[src/rtl/uart_rx_fifo.sv]
// 16x oversampled UART receiver with 2-of-3 majority voting, optional parity,
// and a show-ahead receive FIFO with a valid/ready pop interface.
module uart_rx_fifo #(
  parameter int FIFO_DEPTH = 8,
  parameter int DIV_W      = 16
) (
  input  logic                        clk_i,
  input  logic                        reset_ni,
  input  logic                        rx_i,
  input  logic [DIV_W-1:0]            baud_div_i,
  input  logic                        parity_en_i,
  input  logic                        parity_odd_i,
  output logic [7:0]                  rx_data_o,
  output logic                        rx_valid_o,
  input  logic                        rx_ready_i,
  output logic                        frame_err_o,
  output logic                        parity_err_o,
  output logic                        overrun_o,
  input  logic                        err_clr_i,
  output logic [$clog2(FIFO_DEPTH):0] fifo_count_o,
  output logic                        rx_busy_o
);

  localparam int PTR_W = $clog2(FIFO_DEPTH);
  localparam int CNT_W = PTR_W + 1;

  typedef enum logic [2:0] {
    ST_IDLE, ST_START, ST_DATA, ST_PARITY, ST_STOP, ST_BREAK
  } state_t;

  state_t state_reg, state_next;

  logic [1:0]       sync_reg;
  logic             rx_s;
  logic [DIV_W-1:0] div_cnt_reg;
  logic [3:0]       sub_reg;
  logic [2:0]       bit_reg;
  logic [1:0]       smp_reg;
  logic             tick, mid, bit_end, maj;
  logic             shift_en, par_sample, stop_decide;
  logic [7:0]       shift_reg;
  logic             perr_reg;
  logic             push_reg;
  logic [9:0]       push_word_reg;

  // Line synchronizer, preset to the idle level so reset never fakes a start bit
  always_ff @(posedge clk_i or negedge reset_ni) begin
    if (!reset_ni) sync_reg <= 2'b11;
    else           sync_reg <= {sync_reg[0], rx_i};
  end
  assign rx_s = sync_reg[1];

  assign tick    = (state_reg != ST_IDLE) && (div_cnt_reg == baud_div_i);
  assign mid     = tick && (sub_reg == 4'd9);
  assign bit_end = tick && (sub_reg == 4'd15);
  assign maj     = (smp_reg[0] & smp_reg[1]) | (smp_reg[0] & rx_s) | (smp_reg[1] & rx_s);

  always_ff @(posedge clk_i or negedge reset_ni) begin
    if (!reset_ni) begin
      div_cnt_reg <= '0;
      sub_reg     <= '0;
      bit_reg     <= '0;
    end else begin
      if (state_reg == ST_IDLE || tick) div_cnt_reg <= '0;
      else                              div_cnt_reg <= div_cnt_reg + DIV_W'(1);
      if (state_reg == ST_IDLE) sub_reg <= '0;
      else if (tick)            sub_reg <= sub_reg + 4'd1;
      if (state_reg != ST_DATA) bit_reg <= '0;
      else if (bit_end)         bit_reg <= bit_reg + 3'd1;
    end
  end

  always_ff @(posedge clk_i or negedge reset_ni) begin
    if (!reset_ni) state_reg <= ST_IDLE;
    else           state_reg <= state_next;
  end

  always_comb begin
    state_next = state_reg;
    case (state_reg)
      ST_IDLE:   if (!rx_s) state_next = ST_START;
      ST_START: begin
        if (mid && maj)   state_next = ST_IDLE;
        else if (bit_end) state_next = ST_DATA;
      end
      ST_DATA:   if (bit_end && bit_reg == 3'd7) state_next = parity_en_i ? ST_PARITY : ST_STOP;
      ST_PARITY: if (bit_end) state_next = ST_STOP;
      // Leave the stop bit at its decision point so a back-to-back start edge is caught early
      ST_STOP:   if (mid) state_next = maj ? ST_IDLE : ST_BREAK;
      ST_BREAK:  if (rx_s) state_next = ST_IDLE;
      default:   state_next = ST_IDLE;
    endcase
  end

  always_comb begin
    rx_busy_o   = (state_reg != ST_IDLE);
    shift_en    = (state_reg == ST_DATA) && mid;
    par_sample  = (state_reg == ST_PARITY) && mid;
    stop_decide = (state_reg == ST_STOP) && mid;
  end

  always_ff @(posedge clk_i or negedge reset_ni) begin
    if (!reset_ni) begin
      smp_reg       <= '0;
      shift_reg     <= '0;
      perr_reg      <= 1'b0;
      push_reg      <= 1'b0;
      push_word_reg <= '0;
    end else begin
      if (tick && sub_reg == 4'd7) smp_reg[0] <= rx_s;
      if (tick && sub_reg == 4'd8) smp_reg[1] <= rx_s;
      if (shift_en) shift_reg <= {maj, shift_reg[7:1]};
      if (state_reg == ST_IDLE) perr_reg <= 1'b0;
      else if (par_sample)      perr_reg <= (^shift_reg ^ maj) != parity_odd_i;
      push_reg <= stop_decide;
      if (stop_decide) push_word_reg <= {perr_reg, ~maj, shift_reg};
    end
  end

  logic [9:0]       mem [FIFO_DEPTH];
  logic [PTR_W-1:0] wr_ptr_reg, rd_ptr_reg;
  logic [CNT_W-1:0] count_reg;
  logic             full, do_push, do_pop, drop;
  logic [9:0]       head;

  assign rx_valid_o = (count_reg != '0);
  assign full       = (count_reg == CNT_W'(FIFO_DEPTH));
  assign do_pop     = rx_valid_o & rx_ready_i;
  // A pop in the same cycle frees the slot, so a full FIFO still accepts the byte
  assign do_push    = push_reg & (~full | do_pop);
  assign drop       = push_reg & full & ~do_pop;

  always_ff @(posedge clk_i) begin
    if (do_push) mem[wr_ptr_reg] <= push_word_reg;
  end

  always_ff @(posedge clk_i or negedge reset_ni) begin
    if (!reset_ni) begin
      wr_ptr_reg <= '0;
      rd_ptr_reg <= '0;
      count_reg  <= '0;
      overrun_o  <= 1'b0;
    end else begin
      if (do_push) wr_ptr_reg <= wr_ptr_reg + PTR_W'(1);
      if (do_pop)  rd_ptr_reg <= rd_ptr_reg + PTR_W'(1);
      count_reg <= count_reg + CNT_W'(do_push) - CNT_W'(do_pop);
      if (drop)           overrun_o <= 1'b1;
      else if (err_clr_i) overrun_o <= 1'b0;
    end
  end

  // Head is gated so unwritten storage never shows up on the outputs
  assign head         = rx_valid_o ? mem[rd_ptr_reg] : '0;
  assign rx_data_o    = head[7:0];
  assign frame_err_o  = head[8];
  assign parity_err_o = head[9];
  assign fifo_count_o = count_reg;

endmodule

[config.mk]
export PLATFORM = sky130hd
export DESIGN_NAME = uart_rx_fifo
export DESIGN_NICKNAME = d
export VERILOG_FILES = /design/src/rtl/uart_rx_fifo.sv
export SDC_FILE = /design/constraint.sdc
export NUM_CORES = 1
export LEC_CHECK = 0
export CORE_MARGIN = 2
export CORE_UTILIZATION = 30
export DETAILED_ROUTE_END_ITERATION = 10
export PLACE_DENSITY = 0.55
export SETUP_SLACK_MARGIN = 0.1
export SYNTH_ARGS = -nofsm -noshare
export SYNTH_HDL_FRONTEND = slang
export SYNTH_SLANG_ARGS = --single-unit
[constraint.sdc]
create_clock -name clk_i -period 3.2 [get_ports clk_i]
set_input_delay 0.64 -clock clk_i [delete_from_list [all_inputs] [get_ports clk_i]]
set_output_delay 0.64 -clock clk_i [all_outputs]
set_load 0.02 [all_outputs]
==> results.txt, run 1 <==
- Maximum buffer depth of the clock tree: 2
- In this run the power density over the cells is 630 mW/mm2.
- The startpoint identified for the worst hold timing path is sync_reg[0].
- Nets: roughly 530
- Entering global routing, the biggest net connects 62 pins.
- Drt first-iter violations: between 200 and 250
* Max-Slew Margin vs Limit: between 40% and 50%
- Setup violations remaining at the end of the flow were counted as 0.
- Clock root buffer master: clkbuf_16
* Dpl cell area: 0.00699 mm2
- Library cells used by synthesis: 44
- Endpoint class of the critical path: output pin
* Area of the mapped netlist: 0.00622 mm2
- For hold timing, the worst endpoint is sync_reg[1].
* Delay contributed by the slowest stage of the critical path: ~0.55 ns
- In this run, synthesis inferred 80 flip-flops with an integrated enable.
- Nets in the synthesized netlist: 470
- After the flow finishes, the layout carries non-filler instances totaling between 700 and 800.
- Clock tree from TritonCTS: built
- Status: finished clean
- Post-route ant nets: 0
- In this design, the largest share of critical-path delay is due to buffers and inverters.
- In the routed design, unresolved DRC markers number 0.
- Number of buffers created by CTS: 17
- Counting tap cells, the placed design contains a total of between 700 and 800 instances.
- Of all flip-flops after synthesis, the portion carrying an async set or reset was roughly 43%.
* Number of global-route vias before repair: 3723
- Number of warnings printed during yosys synthesis: 0
- RSZ-0062 raised after global routing: no
* CP Data Required Time: ~2.6 ns
* Part of the total power dissipated in sequential elements: 43.7%
- Initial cell density of the core: a little under a third
- Detailed Route WL: roughly 12 mm
* Count of final max-slew check failures: 0
- Class of the most critical setup path: register to output pin
- After global routing the overflow that remains totals 0.
* Static leakage power: between 0.003 and 0.004 uW
- Setup total negative slack: 0 ns
* Number of antenna violations at the first check in global routing: 0
- Worst-Skew Late Latency: 0.42 ns
- The clock period could shrink to approximately 3.0 ns.
- The critical path contains buffers and inverters numbering 2 combined.
* Portion of total power attributed to the clock network: between 40% and 50%
- Summing the sequential cell areas from Yosys gives a little over three fifths of the chip area.
- Reported net switching power: about 1300 uW
- The count of endpoints failing hold in the final timing report is 0.
* Routed len/inst: around 15 um
* Worst slack at placement: approximately 0.34 ns
* Area Growth Syn to Fin: 22.1%
- Commonest cells after routing, fill and taps aside: 80 x edfxtp_1, 59 x dfrtp_1, 45 x nor2_1
- Vias/cell: roughly 4.6
* Logic pwr share: between 10% and 20%
- For this design the top-level I/O count stands at 40.
- In this run the core area contains 52 standard-cell rows.
* Measured slew at the worst slew-check pin: slightly above 0.8 ns
- The signal on the critical path passes through buf_4, mux4_2, mux2i_1, nor2_1, clkdlybuf4s50_1.
* Post-CTS clock slew at the launch and capture registers of the worst setup and hold paths: ~0.07 ns
- Total core area: slightly above 0.02 mm2
- Highest fanout seen on the critical path: 10
- Clock net sink count: 141
- Between clock sinks in the finished design, the worst skew comes to between 0.01 and 0.015 ns.
- Measured in cells, the most critical reg-to-reg path has a length of 5.
- The register with the most flip-flops in the layout has 80 of them.
- Global-route wire length before repair: just under 20 mm
- For this run, the total global-route usage over all layers was measured as 11.7%.
* First-pass iteration count of the detailed router: 4
* Internal Power: around 3500 uW
* GPL Wtd Cong: 0.729
- After routing the design area is 0.00759 mm2.
- Worst-case vdd ir drop: about 330 uV
- Die Footprint: around 0.022 mm2
* Proportion of total power due to net switching: ~28%
- Among all stages on the critical path, the largest delay is contributed by mux4_2.
* Post-Synthesis Mean Instance Area: approximately 14 um2
- Along the worst hold path, the cell count comes to 0.
- Commonest register cell after synthesis: edfxtp_1
- From bottom edge to top edge, the die measures about 150 um.
- Setup slack after layout: 0.233 ns
- Across all layers, the routed design uses ~3500 vias.
- In this run the number of H-tree levels came out at 4.
- Buffers placed on the I/O ports in this run total 39.
- The tightest min-delay check is of the register to register type.
- HPWL after DPL: 7.80 mm
- Most common cell after layout, fill and taps aside: edfxtp_1
* Flip-flop and latch count after synthesis: approximately 140
- The number of antenna diodes in the final layout is 0.
* Reg2reg setup slack: slightly above 0.8 ns
- Die width: about 150 um
* Startpoint of the worst register-to-register path: state_reg[1]
* Mapped Cells: roughly 430
- For the worst setup path, the data arrival time is around 2.3 ns.
* Critical Path Start: rd_ptr_reg[0]
- Max-cap viol count: 0
- Final cycle utilization of the critical path: between 90 and 100%
* Worst Setup Start Kind: register
* Share of layout cells above drive strength 1: 18.7%
- End of the worst register-to-register path: shift_reg[3]
- Static timing analysis puts the maximum clock frequency at about 340 MHz.
==> area by class of cell <==
| class | count | area (um2) |
|---|---|---|
| multi-input combinational | 257 | 2150 |
| tap | 270 | 338 |
| sequential | 141 | 3930 |
| inverter | 20 | 75.1 |
| timing repair buffer | 54 | 504 |
| fill | 1948 | 12700 |
| clock buffer | 17 | 425 |
| clock inverter | 15 | 171 |
==> repair_timing <==
action / 4_1_cts / 5_1_grt
hold buffers: 0 / 0
gates resized for setup: 0 / 2
setup buffers: 0 / 0
endpoints found under the setup margin: 0 / 3
==> logic make-up (layout without fill, tap and decap cells) <==
group / after synthesis / count (layout) / share of synthesized area, %
DFF: 141 / 141 / 63.2
muxes: 54 / 54 / 13.1
AOI/OAI and AO/OA: 21 / 21 / 2.05
adders and majority gates: 16 / 16 / 3.30
and+or+nand+nor: 118 / 118 / 9.34
xor gates and xnor gates: 48 / 48 / 6.76
buffers and inverters: 34 / 106 / 2.21
==> power groups by stage <==
stage          clock [uW]  combinational, uW  sequential, uW
2_1_floorplan           0                477            2110
3_3_place_gp            0                723            2120
3_5_place_dp            0                739            2120
4_1_cts              2020                742            2090
5_1_grt              2090                812            2100
6_report             1970                728            2090
==> stage by stage <==
stage,power (uW),utilization [%],hold slack [ns]
global placement,2850,34.4,0.349
detailed placement,2860,34.4,0.351
global route,5010,37.4,0.365
CTS,4850,37.4,0.361
finish,4790,37.4,0.358
floorplan,2590,-,0.344
==> cell usage after synthesis, types with 2 or more instances <==
cell type	count	area (um2)
nand3_1	10	50.1
mux2i_1	14	140
a21oi_1	10	50.1
clkbuf_1	7	26.3
nor2b_1	2	12.5
nor3_1	7	35.0
xor2_1	14	123
and4_1	2	17.5
and2_1	3	18.8
dfstp_2	2	52.6
nand2_1	23	86.3
nand4_1	10	62.6
buf_2	5	25.0
o21ai_0	2	10.0
nor2_1	45	169
and3_1	2	12.5
inv_1	19	71.3
edfxtp_1	80	2400
mux4_2	20	450
mux2_2	19	214
ha_1	14	175
or2_2	2	12.5
nand2b_1	4	25.0
a31oi_1	3	18.8
xnor2_1	34	298
nor4_1	3	18.8
dfrtp_1	59	1480
==> per-layer routing <==
metal | wire length, um | part of all wire, % | track usage (%) | up-vias
met2 | 6070 | 51 | 19.9 | 47
met4 | 165 | 1.4 | 4.71 | 0
met5 | 0 | 0 | 0 | -
li1 | - | - | - | 1687
met3 | 269 | 2.3 | 2.96 | 16
met1 | 5370 | 45 | 14.4 | 1781
==> how the worst max path moves through the flow <==
stage | endpoint | slack (ns) | cells past startpoint
floorplan | mem[0][0] | 0.71 | 7
global placement | push_word_reg[9] | 0.36 | 7
detailed placement | shift_reg[2] | 0.34 | 7
CTS | rx_data_o[6] | 0.13 | 5
global route | rx_data_o[2] | 0.11 | 5
finish | rx_data_o[0] | 0.23 | 5
(Power assumes the default switching activity.)
==> run 2: changes to the inputs <==
--- a/config.mk
+++ b/config.mk
@@ -5,6 +5,7 @@
 export SDC_FILE = /design/constraint.sdc
 export NUM_CORES = 1
 export LEC_CHECK = 0
+export CAP_MARGIN = 20
 export CORE_MARGIN = 2
 export CORE_UTILIZATION = 30
 export DETAILED_ROUTE_END_ITERATION = 10
==> results of run 2 <==
Final layout, timing and power as in run 1 (identical DEF).
==> run 3: changes to the inputs <==
--- a/config.mk
+++ b/config.mk
@@ -6,10 +6,12 @@
 export NUM_CORES = 1
 export LEC_CHECK = 0
 export CAP_MARGIN = 20
+export CELL_PAD_IN_SITES_DETAIL_PLACEMENT = 0
+export CELL_PAD_IN_SITES_GLOBAL_PLACEMENT = 2
 export CORE_MARGIN = 2
 export CORE_UTILIZATION = 30
 export DETAILED_ROUTE_END_ITERATION = 10
-export PLACE_DENSITY = 0.55
+export PLACE_DENSITY = 0.68
 export SETUP_SLACK_MARGIN = 0.1
 export SYNTH_ARGS = -nofsm -noshare
 export SYNTH_HDL_FRONTEND = slang
==> run 3 against run 2 <==
Power grew 0.52%. Combinational power grew 8.9%. Via count increased by 0.79%. First-iteration DRC count down 39%. Worst setup slack worse by 0.031 ns. Clock skew barely moved. Sequential share of layout area decreased by 0.27 points. Sequential power hardly changed. Final cell count is 0.13% higher.
==> results.txt, run 3 (same netlist as run 1, synthesis figures left out) <==
- The final antenna diode count is 0 (unchanged).
- RSZ-0062 raised after global routing: no (unchanged)
* Data arrival at the endpoint of the critical path: 2.36 ns (was 2.33 ns)
- The maximum buffer depth of the clock tree is 2 (unchanged).
- End of the worst register-to-register path: shift_reg[0] (was shift_reg[3])
* Pin count of the biggest net entering global routing: 34 (was 62)
- Post-route ant nets: 0 (unchanged)
- The aggregate global routing overflow was 0 (unchanged).
* Ratio of total power to cell area: 630 mW/mm2 (about the same)
* Number of resized instances in the post-cts repair step: 0 (unchanged)
- Measured slew at the worst slew-check pin: 0.708 ns (was 0.810 ns)
- H-tree depth: 4 (unchanged)
- The total negative slack for setup checks was 0 ns (unchanged).
- Share of layout cells above drive strength 1: 19.0% (was 18.7%)
- The startpoint of the lowest-slack register-to-register path is state_reg[1] (unchanged).
- The starting utilization of the core area was 30.6% (unchanged).
* Worst Setup Start Kind: register (unchanged)
- DRC violation count after routing: 0 (unchanged)
* Commonest cells after routing, fill and taps aside: 80 x edfxtp_1, 58 x dfrtp_1, 45 x nor2_1 (was 80 x edfxtp_1, 59 x dfrtp_1, 45 x nor2_1)
- Detailed Route WL: 12.3 mm (was 11.9 mm)
* Number of hold-slack violations in the final timing report: 0 (unchanged)
- Max-Slew Margin vs Limit: 52.8% (was 46.0%)
- Number of global-route vias before repair: 3731 (was 3723)
- DIE HEIGHT: 148 um (unchanged)
- Max-cap viol count: 0 (unchanged)
* Final cycle utilization of the critical path: 93.7% (was 92.7%)
* Achievable Freq: 334 MHz (was 337 MHz)
* Via Count: 3559 (was 3531)
- The quantity of I/O buffers inserted on ports came to 39 (unchanged).
- Drt first-iter violations: 151 (was 248)
- Reg2reg setup slack: 0.89 ns (was 0.83 ns)
- Count of final max-slew check failures: 0 (unchanged)
* Most common cell after layout, fill and taps aside: edfxtp_1 (unchanged)
- Die Footprint: 0.0219 mm2 (unchanged)
* Hold Path Class: input port to async pin (was register to register)
* Static leakage power: 0.00316 uW (was 0.00313 uW)
- Total of fill cells in the finished design: 1951 (was 1948)
- The detailed-routing iteration count for the pre-antenna-repair pass was 4 (unchanged).
* Largest register FFs: 80 (unchanged)
- Status: finished clean (unchanged).
- Top-level port count: 40 (unchanged)
* Clock net sink count: 141 (unchanged)
- Endpoint class of the critical path: output pin (unchanged)
- The number of buffers inserted to repair setup after CTS came to 0 (unchanged).
- The critical path required time is 2.56 ns (about the same).
* Chain of cells forming the critical path: clkbuf_16, mux4_2, mux2i_1, nor2_1, clkdlybuf4s50_1 (was buf_4, mux4_2, mux2i_1, nor2_1, clkdlybuf4s50_1)
- R2R cell count: 6 (was 5)
* Delay contributed by the slowest stage of the critical path: 0.53 ns (was 0.55 ns)
- The area growth from synthesis to layout is 22.8% (was 22.1%).
- Worst slack at placement: 0.231 ns (was 0.342 ns)
- Worst-case vdd ir drop: 385 uV (was 330 uV)
- Minimum period implied by the final worst setup slack: 3.00 ns (was 2.97 ns)
- The TritonCTS clock tree is built (unchanged).
- Clock root buffer master: clkbuf_16 (unchanged)
- Number of cell rows: 52 (unchanged)
- The wire length of the first global-routing pass came to 19.9 mm (was 19.6 mm).
* Routed len/inst: 15.8 um (was 15.3 um)
* Post-CTS clock slew at the launch and capture registers of the worst setup and hold paths: 0.07 ns (about the same)
- Die width: 148 um (unchanged)
* Setup slack after layout: 0.202 ns (was 0.233 ns)
- Number of buffers created by CTS: 17 (unchanged)
- Hold-fix buffer count after cts: 0 (unchanged)
- HPWL after DPL: 7.96 mm (was 7.80 mm)
* Number of antenna violations at the first check in global routing: 0 (unchanged)
- The worst clock skew was 0.0112 ns (was 0.0108 ns).
* GPL Wtd Cong: 0.765 (was 0.729)
- Critical-path cell with the highest stage delay: clkdlybuf4s50_1 (was mux4_2)
* Nets: 530 (was 529)
- All-Layer GR Usage: 11.9% (was 11.7%)
* Class of the most critical setup path: register to output pin (unchanged)
* Total core area: 0.0203 mm2 (unchanged)
- The average via count per standard cell is 4.59 (was 4.56).
* Setup-violating endpoint count in the final report: 0 (unchanged)
- Highest fanout seen on the critical path: 10 (unchanged)
* Worst-Skew Late Latency: 0.42 ns (about the same)
-- run 3: critical path, delay by kind of cell (launching register included) --
family | cells | cell delay [ns]
AND/OR/NAND/NOR | 1 | 0.06
flip-flops | 1 | 0.47
multiplexers | 2 | 0.67
buffers and inverters | 2 | 0.75
-- run 3: metal layers --
layer	part of all wire, %	track usage (%)	wire [um]	vias up
met3	3.1	2.78	378	11
met4	1.6	4.00	193	0
met1	45	15.1	5550	1802
met2	50	20.1	6140	56
li1	-	-	-	1690
met5	0	0	0	-
-- run 3: worst max path at each step --
stage / start / end / slack, ns / depth (start not counted)
floorplan: fifo_count_o[2] / mem[0][0] / 0.71 / 7
global placement: baud_div_i[2] / push_word_reg[9] / 0.25 / 7
detailed placement: baud_div_i[3] / shift_reg[0] / 0.23 / 7
CTS: rd_ptr_reg[0] / rx_data_o[0] / 0.11 / 5
global route: rd_ptr_reg[0] / rx_data_o[2] / 0.1 / 5
finish: rd_ptr_reg[0] / frame_err_o / 0.20 / 5
-- run 3: cell type report --
class | instances | area, um2 | share of cell area [%]
clock inverters | 15 | 164 | 2.15
repair buffers | 55 | 553 | 7.24
inverters | 20 | 75.1 | 0.983
multi-input cells | 257 | 2150 | 28.1
clock buffers | 17 | 425 | 5.57
flip-flops and latches | 141 | 3930 | 51.5
well taps | 270 | 338 | 4.42
-- run 3: report_power, final --
part / switching [uW] / internal [uW] / leakage, uW
logic: 399 / 394 / 0.00118
clock network: 902 / 1050 / 0.000285
registers: 81.8 / 1980 / 0.00169
-- run 3: per-stage QoR --
stage	power (uW)	cell area, um2	utilization, %	cells	hold WS (ns)
2_1_floorplan	2590	6220	-	432	0.344
3_3_place_gp	2870	7020	34.6	742	0.347
3_5_place_dp	2880	7020	34.6	742	0.348
4_1_cts	4840	7610	37.5	774	0.281
5_1_grt	5020	7640	37.6	775	0.324
6_report	4810	7640	37.6	775	0.270
